[config.mk]
export PLATFORM = sky130hd
export DESIGN_NAME = sram_arbiter
export DESIGN_NICKNAME = d
export VERILOG_FILES = /design/src/rtl/sram_arbiter.sv
export SDC_FILE = /design/constraint.sdc
export NUM_CORES = 1
export LEC_CHECK = 0
export BUFFER_PORTS_ARGS = -buffer_cell sky130_fd_sc_hd__buf_2
export CAP_MARGIN = 30
export CELL_PAD_IN_SITES_DETAIL_PLACEMENT = 1
export CELL_PAD_IN_SITES_GLOBAL_PLACEMENT = 1
export CORE_MARGIN = 3
export CORE_UTILIZATION = 37
export CTS_BUF_LIST = sky130_fd_sc_hd__clkbuf_8
export CTS_CLUSTER_DIAMETER = 150
export DETAILED_ROUTE_END_ITERATION = 16
export PLACE_DENSITY = 0.89
export SYNTH_ARGS = -nofsm -noshare
export SYNTH_HDL_FRONTEND = slang
export SYNTH_SLANG_ARGS = --single-unit
[constraint.sdc]
create_clock -name clk -period 5.95 [get_ports clk]
set_clock_uncertainty 0.2 [all_clocks]
set_input_delay 1.19 -clock clk [delete_from_list [all_inputs] [get_ports clk]]
set_output_delay 1.19 -clock clk [all_outputs]
set_load 0.01 [all_outputs]
[src/rtl/sram_arbiter.sv]
// sram_arbiter: two-port Avalon-MM arbiter sharing one SRAM controller command port, with an in-order read-tag FIFO.
// Define SRAM_ARB_ROUND_ROBIN_EN for round-robin contention; otherwise port A has fixed priority.
module sram_arbiter #(
   parameter int ADDR_W      = 20,
   parameter int DATA_W      = 16,
   parameter int BE_W        = 2,
   parameter int MAX_PENDING = 4
) (
   input  logic              clk,
   input  logic              reset_n,
   input  logic [ADDR_W-1:0] a_address,
   input  logic [BE_W-1:0]   a_byteenable,
   input  logic              a_read,
   input  logic              a_write,
   input  logic [DATA_W-1:0] a_writedata,
   output logic              a_waitrequest,
   output logic [DATA_W-1:0] a_readdata,
   output logic              a_readdatavalid,
   input  logic [ADDR_W-1:0] b_address,
   input  logic [BE_W-1:0]   b_byteenable,
   input  logic              b_read,
   input  logic              b_write,
   input  logic [DATA_W-1:0] b_writedata,
   output logic              b_waitrequest,
   output logic [DATA_W-1:0] b_readdata,
   output logic              b_readdatavalid,
   output logic [ADDR_W-1:0] m_address,
   output logic [BE_W-1:0]   m_byteenable,
   output logic              m_read,
   output logic              m_write,
   output logic [DATA_W-1:0] m_writedata,
   input  logic [DATA_W-1:0] m_readdata,
   input  logic              m_readdatavalid
);

   localparam int PTR_W = $clog2(MAX_PENDING);
   localparam int CNT_W = PTR_W + 1;

   logic             a_req, b_req;
   logic             full;
   logic             a_ok, b_ok;
   logic             grant_a, grant_b;
   logic             push, pop;
   logic             head_tag;
   logic [CNT_W-1:0] count;
   logic [PTR_W-1:0] wr_ptr, rd_ptr;
   logic             tag_mem [MAX_PENDING];

   assign a_req = a_read | a_write;
   assign b_req = b_read | b_write;

   // Full uses the registered count only, so m_readdatavalid never reaches waitrequest combinationally.
   assign full = (count == CNT_W'(MAX_PENDING));
   assign a_ok = a_req & ~(a_read & full);
   assign b_ok = b_req & ~(b_read & full);

`ifdef SRAM_ARB_ROUND_ROBIN_EN
   logic favor_b;

   always_ff @(posedge clk or negedge reset_n) begin
      if (!reset_n)     favor_b <= 1'b0;
      else if (grant_a) favor_b <= 1'b1;
      else if (grant_b) favor_b <= 1'b0;
   end

   assign grant_b = b_ok & (~a_ok | favor_b);
`else
   assign grant_b = b_ok & ~a_ok;
`endif
   assign grant_a = a_ok & ~grant_b;

   assign a_waitrequest = ~reset_n | (a_req & ~grant_a);
   assign b_waitrequest = ~reset_n | (b_req & ~grant_b);

   assign push     = (grant_a & a_read) | (grant_b & b_read);
   assign pop      = m_readdatavalid & (count != '0);
   assign head_tag = tag_mem[rd_ptr];

   always_ff @(posedge clk or negedge reset_n) begin
      if (!reset_n) begin
         m_read       <= 1'b0;
         m_write      <= 1'b0;
         m_address    <= '0;
         m_byteenable <= '0;
         m_writedata  <= '0;
      end else begin
         m_read  <= push;
         m_write <= (grant_a & a_write & ~a_read) | (grant_b & b_write & ~b_read);
         if (grant_a | grant_b) begin
            m_address    <= grant_b ? b_address    : a_address;
            m_byteenable <= grant_b ? b_byteenable : a_byteenable;
            m_writedata  <= grant_b ? b_writedata  : a_writedata;
         end
      end
   end

   // NOTE: tag storage has no reset; pointers and count alone define which entries are live.
   always_ff @(posedge clk) begin
      if (push) tag_mem[wr_ptr] <= grant_b;
   end

   always_ff @(posedge clk or negedge reset_n) begin
      if (!reset_n) begin
         wr_ptr <= '0;
         rd_ptr <= '0;
         count  <= '0;
      end else begin
         if (push) wr_ptr <= wr_ptr + 1'b1;
         if (pop)  rd_ptr <= rd_ptr + 1'b1;
         case ({push, pop})
            2'b10:   count <= count + 1'b1;
            2'b01:   count <= count - 1'b1;
            default: count <= count;
         endcase
      end
   end

   always_ff @(posedge clk or negedge reset_n) begin
      if (!reset_n) begin
         a_readdata      <= '0;
         b_readdata      <= '0;
         a_readdatavalid <= 1'b0;
         b_readdatavalid <= 1'b0;
      end else begin
         a_readdatavalid <= pop & ~head_tag;
         b_readdatavalid <= pop & head_tag;
         if (pop) begin
            a_readdata <= m_readdata;
            b_readdata <= m_readdata;
         end
      end
   end

endmodule
==> results.yml, run 1 <==
run_status:
  status: "finished, final reports clean"
power:
  power_mw: 1.76
  vdd_drop_max_uv: 112
  powerDensity_mw_per_mm2: 388
  p_leak_nw: 2.20
die:
  die_h_um: 103
  die_x_um: 103
  rows: 34
  start_util_pct: 39.1
  die_area_sq_mm: 0.0107
  pin_count: 175
  core_area_sq_mm: 0.00898
worst_setup_path:
  r2r_end: "count[2]$_DFFE_PN0P_"
  crit_required_ns: 4.56
  cp_top_family: "simple AND/OR/NAND/NOR gates"
  startpoint: "a_write"
  critPathLaunchType: "input pin"
  critPathSlowestCell: "or2_2"
  crit_top_cell: "buf_2"
  worst_setup_path_end_kind: "output port"
  cp.depth: 5
  crit_chain: "buf_2 > or2_2 > a31oi_1 > o21ai_0 > buf_2"
  crit_end: "b_waitrequest"
  critPathKind: "input pin to output port"
  rrSetupSlack_ns: 3.09
  crit_buf_inv: 2
  worst_r2r_path_depth: 8
  reg2reg_from: "count[1]$_DFFE_PN0P_"
  max_stage_delay_ns: 0.33
  arrival_ns: 2.09
  path_max_fanout: 4
grt:
  grt_pass1_wl_um: 17400
  grt.overflow.total: 0
  grt_pass1_vias: 3471
  antenna_found_initial: 1
  grt_max_degree: 78
  grt_usage_pct: 21.1
cts:
  cts.reportedPaths.clkPinSlew_ns: 0.07
  clock-root-buffer: "clkbuf_8"
  cts_hold_buf: 0
  cts_sinks: 69
  cts_inserted_buffers: 9
  cts_tree: "done"
  clockBufferDepth: 2
  post_cts_buffers: 0
  post_cts_resized: 0
  ctsHtreeMaxLevel: 3
  clk_latency_ns: 0.34
yosys:
  synthDistinctLibCells: 32
  synth_area_sq_mm: 0.00351
  netlist_instances: 367
  seq_area_frac_synth_pct: 49.8
  syn_avg_cell_area_sq_um: 9.55
  synth_nets: 472
  synth_warnings: 0
  ys_seq_elements: 69
sta:
  layout_setup_ws_ns: 2.47
  post-route-period-util_pct: 58.4
  setup_tns_ns: 0
  hold_viol_final: 0
  setup_viol_count_final: 0
  max_freq_ghz: 0.288
  worst_slew_pin_slew_ns: 0.834
  timing.slew.headroom_pct: 44.4
  fin_crit_ns: 3.48
  rsz0062_at_grt: "no"
  drv_slew: 0
place:
  hpwlAfterDp_um: 8210
  port_buffers: 174
  dpl_worst_slack_ns: 2.47
  gp_congestion: 0.821
layout:
  area_delta_synth_final_pct: 29.8
  layout_commonest_cell: "buf_2"
  most-common-layout-cells: "buf_2, dfrtp_1, nand2_1"
  drive_gt1_share_pct: 39.8
  nets: 617
  num-fill-cells: 1091
  antennaDiodeCount: 0
  fin_util_pct: 50.7
drt:
  drt_wl_total_um: 11400
  drt_pass1_iterations: 4
  wire_per_inst_um: 17.7
  vias: 3390
  via_per_inst: 5.27
  post-route-drc-count: 0
  ant_nets: 0
  drt_iter0_drc: 127
run:
  cap_violations: 0
worst_hold_path:
  hold_class: "flop to flop"
## sequential cells by signal, summed over array words and instances (netlist names), 2 cells and up
name and flops:
m_address 20, rd_ptr 2, tag_mem 4, b_readdata 16, m_byteenable 2, wr_ptr 2
count 3, m_writedata 16
## layout make-up
type	count	area (sq um)	area share (%)
Inverter	8	30.0	0.660
Tap cell	126	158	3.46
Sequential cell	69	1750	38.4
Multi-Input combinational cell	243	1480	32.6
Clock buffer	10	138	3.02
Timing Repair Buffer	181	936	20.6
Clock inverter	6	61.3	1.35
## worst min-delay path by stage
stage,startpoint,end,cells past startpoint
2_1_floorplan,rd_ptr[1]$_DFFE_PN0P_,rd_ptr[1]$_DFFE_PN0P_,1
4_1_cts,rd_ptr[1]$_DFFE_PN0P_,rd_ptr[1]$_DFFE_PN0P_,1
3_3_place_gp,b_readdata[5]$_DFFE_PN0P_,b_readdata[5]$_DFFE_PN0P_,2
6_report,rd_ptr[1]$_DFFE_PN0P_,rd_ptr[1]$_DFFE_PN0P_,1
5_1_grt,rd_ptr[1]$_DFFE_PN0P_,rd_ptr[1]$_DFFE_PN0P_,1
3_5_place_dp,rd_ptr[1]$_DFFE_PN0P_,rd_ptr[1]$_DFFE_PN0P_,1
## Yosys cell counts, drive strengths merged
library cell	instances	share of area, %
a31oi	39	7.0
nor3	38	5.4
fa	1	0.57
nor2	6	0.64
and4bb	2	0.71
o21bai	1	0.32
edfxtp	4	3.4
o2bb2ai	1	0.25
ha	5	1.8
o31ai	1	0.61
xor2	2	0.50
clkbuf	16	1.7
mux2	1	0.32
and2	5	0.89
nor3b	1	0.36
mux4	1	0.64
nor2b	1	0.18
buf	31	5.8
nand2	51	5.5
nand3b	38	8.1
nand4bb	2	0.64
or2	1	0.18
inv	8	0.86
a211oi	1	0.21
o21ai	39	5.6
xnor2	4	1.0
nand2b	1	0.18
dfrtp	65	46
mux2i	1	0.29
## stage by stage
step	instances	instance area, sq um	hold WS [ns]
after floorplan	367	3510	0.253
after global placement	626	4330	0.274
after detailed placement	627	4350	0.291
after CTS	643	4550	0.305
after global routing	643	4550	0.328
final	643	4550	0.298
## where the power goes
| group | total [mW] | internal, mW | switching, mW |
|---|---|---|---|
| registers | 0.717 | 0.611 | 0.106 |
| logic | 0.659 | 0.281 | 0.378 |
| clock network | 0.388 | 0.204 | 0.184 |
| total | 1.76 | 1.10 | 0.668 |
## kinds of logic after synthesis
logic type	after synthesis	share of synthesized area, %
simple gates	146	22.8
mux	3	1.25
fa+ha+maj	6	2.36
xor+xnor	6	1.50
compound gates	82	13.9
buf+inv	55	8.35
flops	69	49.8
## routing by layer
metal	global-route usage [%]	wire, um
met1	26.2	4780
met2	35.6	5560
met3	5.63	828
met4	7.17	193
met5	0	13
## worst reg2reg max path, cell delays in order, from the launching register on
cell     delay, ns
dfrtp_1       0.47
o31ai_4       0.78
inv_2         0.34
ha_1          0.33
inv_1         0.09
fa_1          0.18
xor2_1        0.14
nor2_1        0.07
xor2_1        0.14
(Power assumes the default switching activity.)
==> run 2: changes to the inputs <==
--- a/config.mk
+++ b/config.mk
@@ -5,16 +5,17 @@
 export SDC_FILE = /design/constraint.sdc
 export NUM_CORES = 1
 export LEC_CHECK = 0
+export ABC_AREA = 1
 export BUFFER_PORTS_ARGS = -buffer_cell sky130_fd_sc_hd__buf_2
 export CAP_MARGIN = 30
 export CELL_PAD_IN_SITES_DETAIL_PLACEMENT = 1
 export CELL_PAD_IN_SITES_GLOBAL_PLACEMENT = 1
 export CORE_MARGIN = 3
-export CORE_UTILIZATION = 37
+export CORE_UTILIZATION = 30
 export CTS_BUF_LIST = sky130_fd_sc_hd__clkbuf_8
 export CTS_CLUSTER_DIAMETER = 150
 export DETAILED_ROUTE_END_ITERATION = 16
-export PLACE_DENSITY = 0.89
+export PLACE_DENSITY = 0.79
 export SYNTH_ARGS = -nofsm -noshare
 export SYNTH_HDL_FRONTEND = slang
 export SYNTH_SLANG_ARGS = --single-unit
==> constraint.sdc (replaced) <==
create_clock -name clk -period 2.88 [get_ports clk]
set_clock_uncertainty 0.2 [all_clocks]
set_input_delay 0.576 -clock clk [delete_from_list [all_inputs] [get_ports clk]]
set_output_delay 0.576 -clock clk [all_outputs]
set_load 0.01 [all_outputs]
==> results.yml, run 2 <==
run_status:
  status: "finished, final reports clean"
worst_setup_path:
  critPathKind: "flop to flop"
  worst_r2r_path_depth: 11
  critPathLaunchType: "flop"
  worst_setup_path_end_kind: "flop"
  path_max_fanout: 5
  arrival_ns: 2.48
  crit_required_ns: 2.90
yosys:
  synthDistinctLibCells: 22
  ys_top_cells_by_count: "nand2_1, nand3_1, dfrtp_1"
  synth_top_flop_cell: "dfrtp_1"
  synth_area_sq_mm: 0.00346
  netlist_instances: 379
  synth_warnings: 0
  synth_most_common_cell: "nand2_1"
  synth-edff-count: 4
  synth_top_area_share_pct: 47.1
  seq_area_frac_synth_pct: 50.5
  synthTopCellsByArea: "dfrtp_1, nand3_1, nand2_1"
  synth_nets: 484
  ys_seq_elements: 69
  synth_area_leader_cell: "dfrtp_1"
  async_flop_share_pct: 94.2
  syn_avg_cell_area_sq_um: 9.12
drt:
  via_per_inst: 4.71
  drt_iter0_drc: 146
  drt_pass1_iterations: 4
  vias: 3185
  drt_wl_total_um: 10400
  ant_nets: 0
  post-route-drc-count: 0
  wire_per_inst_um: 15.3
die:
  pin_count: 175
  core_area_sq_mm: 0.0110
  die_x_um: 113
  die_h_um: 113
  start_util_pct: 31.3
  die_area_sq_mm: 0.0128
  rows: 38
power:
  powerDensity_mw_per_mm2: 829
  pwr-share-comb_pct: 40.1
  p_clk_share_pct: 18.9
  p_leak_nw: 2.35
  intPower_mw: 2.14
  pwr-share-seq_pct: 41.0
  vdd_drop_max_uv: 446
  power.switching_mw: 1.51
  switching_share_pct: 41.4
sta:
  hold_viol_final: 0
  rsz0062_at_grt: "no"
  fin_crit_ns: 2.46
  worst_slew_pin_slew_ns: 0.834
  setup_tns_ns: 0
  layout_setup_ws_ns: 0.416
  timing.slew.headroom_pct: 44.4
  drv_slew: 0
  max_freq_ghz: 0.406
  post-route-period-util_pct: 85.5
  setup_viol_count_final: 0
layout:
  multi_input_area_sq_mm: 0.00132
  regArea_sq_mm: 0.00175
  final_cells: 676
  nets: 636
  drive_gt1_share_pct: 41.4
  num-fill-cells: 1372
  top_register: "m_address"
  area_delta_synth_final_pct: 27.2
  most-common-layout-cells: "buf_2, nand2_1, nand3_1"
  layout_commonest_cell: "buf_2"
  reg_top3: "m_address (20), b_readdata (16), m_writedata (16)"
  largest_reg_flops: 20
  antennaDiodeCount: 0
cts:
  post_cts_buffers: 0
  clock-root-buffer: "clkbuf_8"
  clockBufferDepth: 2
  cts_hold_buf: 0
  cts_inserted_buffers: 9
  cts_tree: "done"
  clk_latency_ns: 0.34
  cts.reportedPaths.clkPinSlew_ns: 0.08
  cts_sinks: 69
  ctsHtreeMaxLevel: 3
  post_cts_resized: 0
grt:
  grt_usage_pct: 16.6
  grt.overflow.total: 0
  grt_pass1_vias: 3441
  grt_max_degree: 66
  antenna_found_initial: 0
  grt_pass1_wl_um: 17200
place:
  dpl_worst_slack_ns: 0.406
  port_buffers: 174
  hpwlAfterDp_um: 7730
  dpl.cell_count: 660
  gp_congestion: 0.778
worst_hold_path:
  hold_depth: 3
  hold_class: "input pin to flop"
run:
  cap_violations: 0
## run 2: critical path: stages, from the launching register on
cell and delay (ns):
dfrtp_1 0.43, nor2_4 0.16, nand2_2 0.11, nand2_1 0.10, nand2_1 0.12, inv_1 0.16
ha_1 0.16, inv_1 0.07, fa_1 0.39, a21oi_1 0.15, o21ai_0 0.11, xor2_1 0.15
## run 2: path summary, 6_finish.rpt
check                      slack [ns]                   from                        end
min in group asynchronous        0.26                reset_n  b_readdata[3]$_DFFE_PN0P_
setup / recovery                 0.42   count[1]$_DFFE_PN0P_       count[2]$_DFFE_PN0P_
hold reg to reg                  0.30  rd_ptr[1]$_DFFE_PN0P_      rd_ptr[1]$_DFFE_PN0P_
max in group asynchronous        1.66                reset_n   m_address[9]$_DFFE_PN0P_
setup reg to reg                 0.42   count[1]$_DFFE_PN0P_       count[2]$_DFFE_PN0P_
hold / removal                   0.23          m_readdata[1]  b_readdata[1]$_DFFE_PN0P_
## run 2: cell type report
| class | instances | share of cell area (%) |
|---|---|---|
| tap | 140 | 3.98 |
| timing repair buffer | 180 | 20.8 |
| clock inverter | 7 | 0.996 |
| inverter | 20 | 1.71 |
| sequential | 69 | 39.7 |
| clock buffer | 9 | 2.82 |
| multi-input combinational | 251 | 30.0 |
## run 2: stage by stage
step / hold slack, ns / total power, mW / cell area [sq um] / utilization (%)
6_report: 0.229 / 3.65 / 4400 / 39.9
5_1_grt: 0.223 / 3.96 / 4400 / 39.9
4_1_cts: 0.210 / 3.72 / 4400 / 39.9
3_5_place_dp: 0.287 / 3.01 / 4230 / 38.4
3_3_place_gp: 0.277 / 2.92 / 4230 / 38.4
2_1_floorplan: 0.0804 / 2.53 / 3460 / -
## run 2: cells by family after synthesis
logic type	Yosys count	synth area share [%]
and+or+nand+nor	230	32.6
DFF	69	50.5
buffers and inverters	59	11.7
AOI/OAI and AO/OA	11	1.77
adders and majority gates	6	2.39
xor gates and xnor gates	4	1.01
## run 2: layer usage
metal / share of wire [%] / global-route usage [%] / vias to the layer above
met1: 42 / 20.5 / 1550
met3: 5.2 / 3.26 / 14
li1: - / - / 1526
met4: 1.6 / 5.85 / 0
met5: 0 / 0 / -
met2: 51 / 28.7 / 95
## run 2: power by group through the flow
stage / sequential [mW] / combinational (mW) / clock [mW]
2_1_floorplan: 1.61 / 0.920 / 0
3_3_place_gp: 1.50 / 1.43 / 0
3_5_place_dp: 1.52 / 1.49 / 0
4_1_cts: 1.50 / 1.50 / 0.722
5_1_grt: 1.54 / 1.65 / 0.764
6_report: 1.49 / 1.46 / 0.690
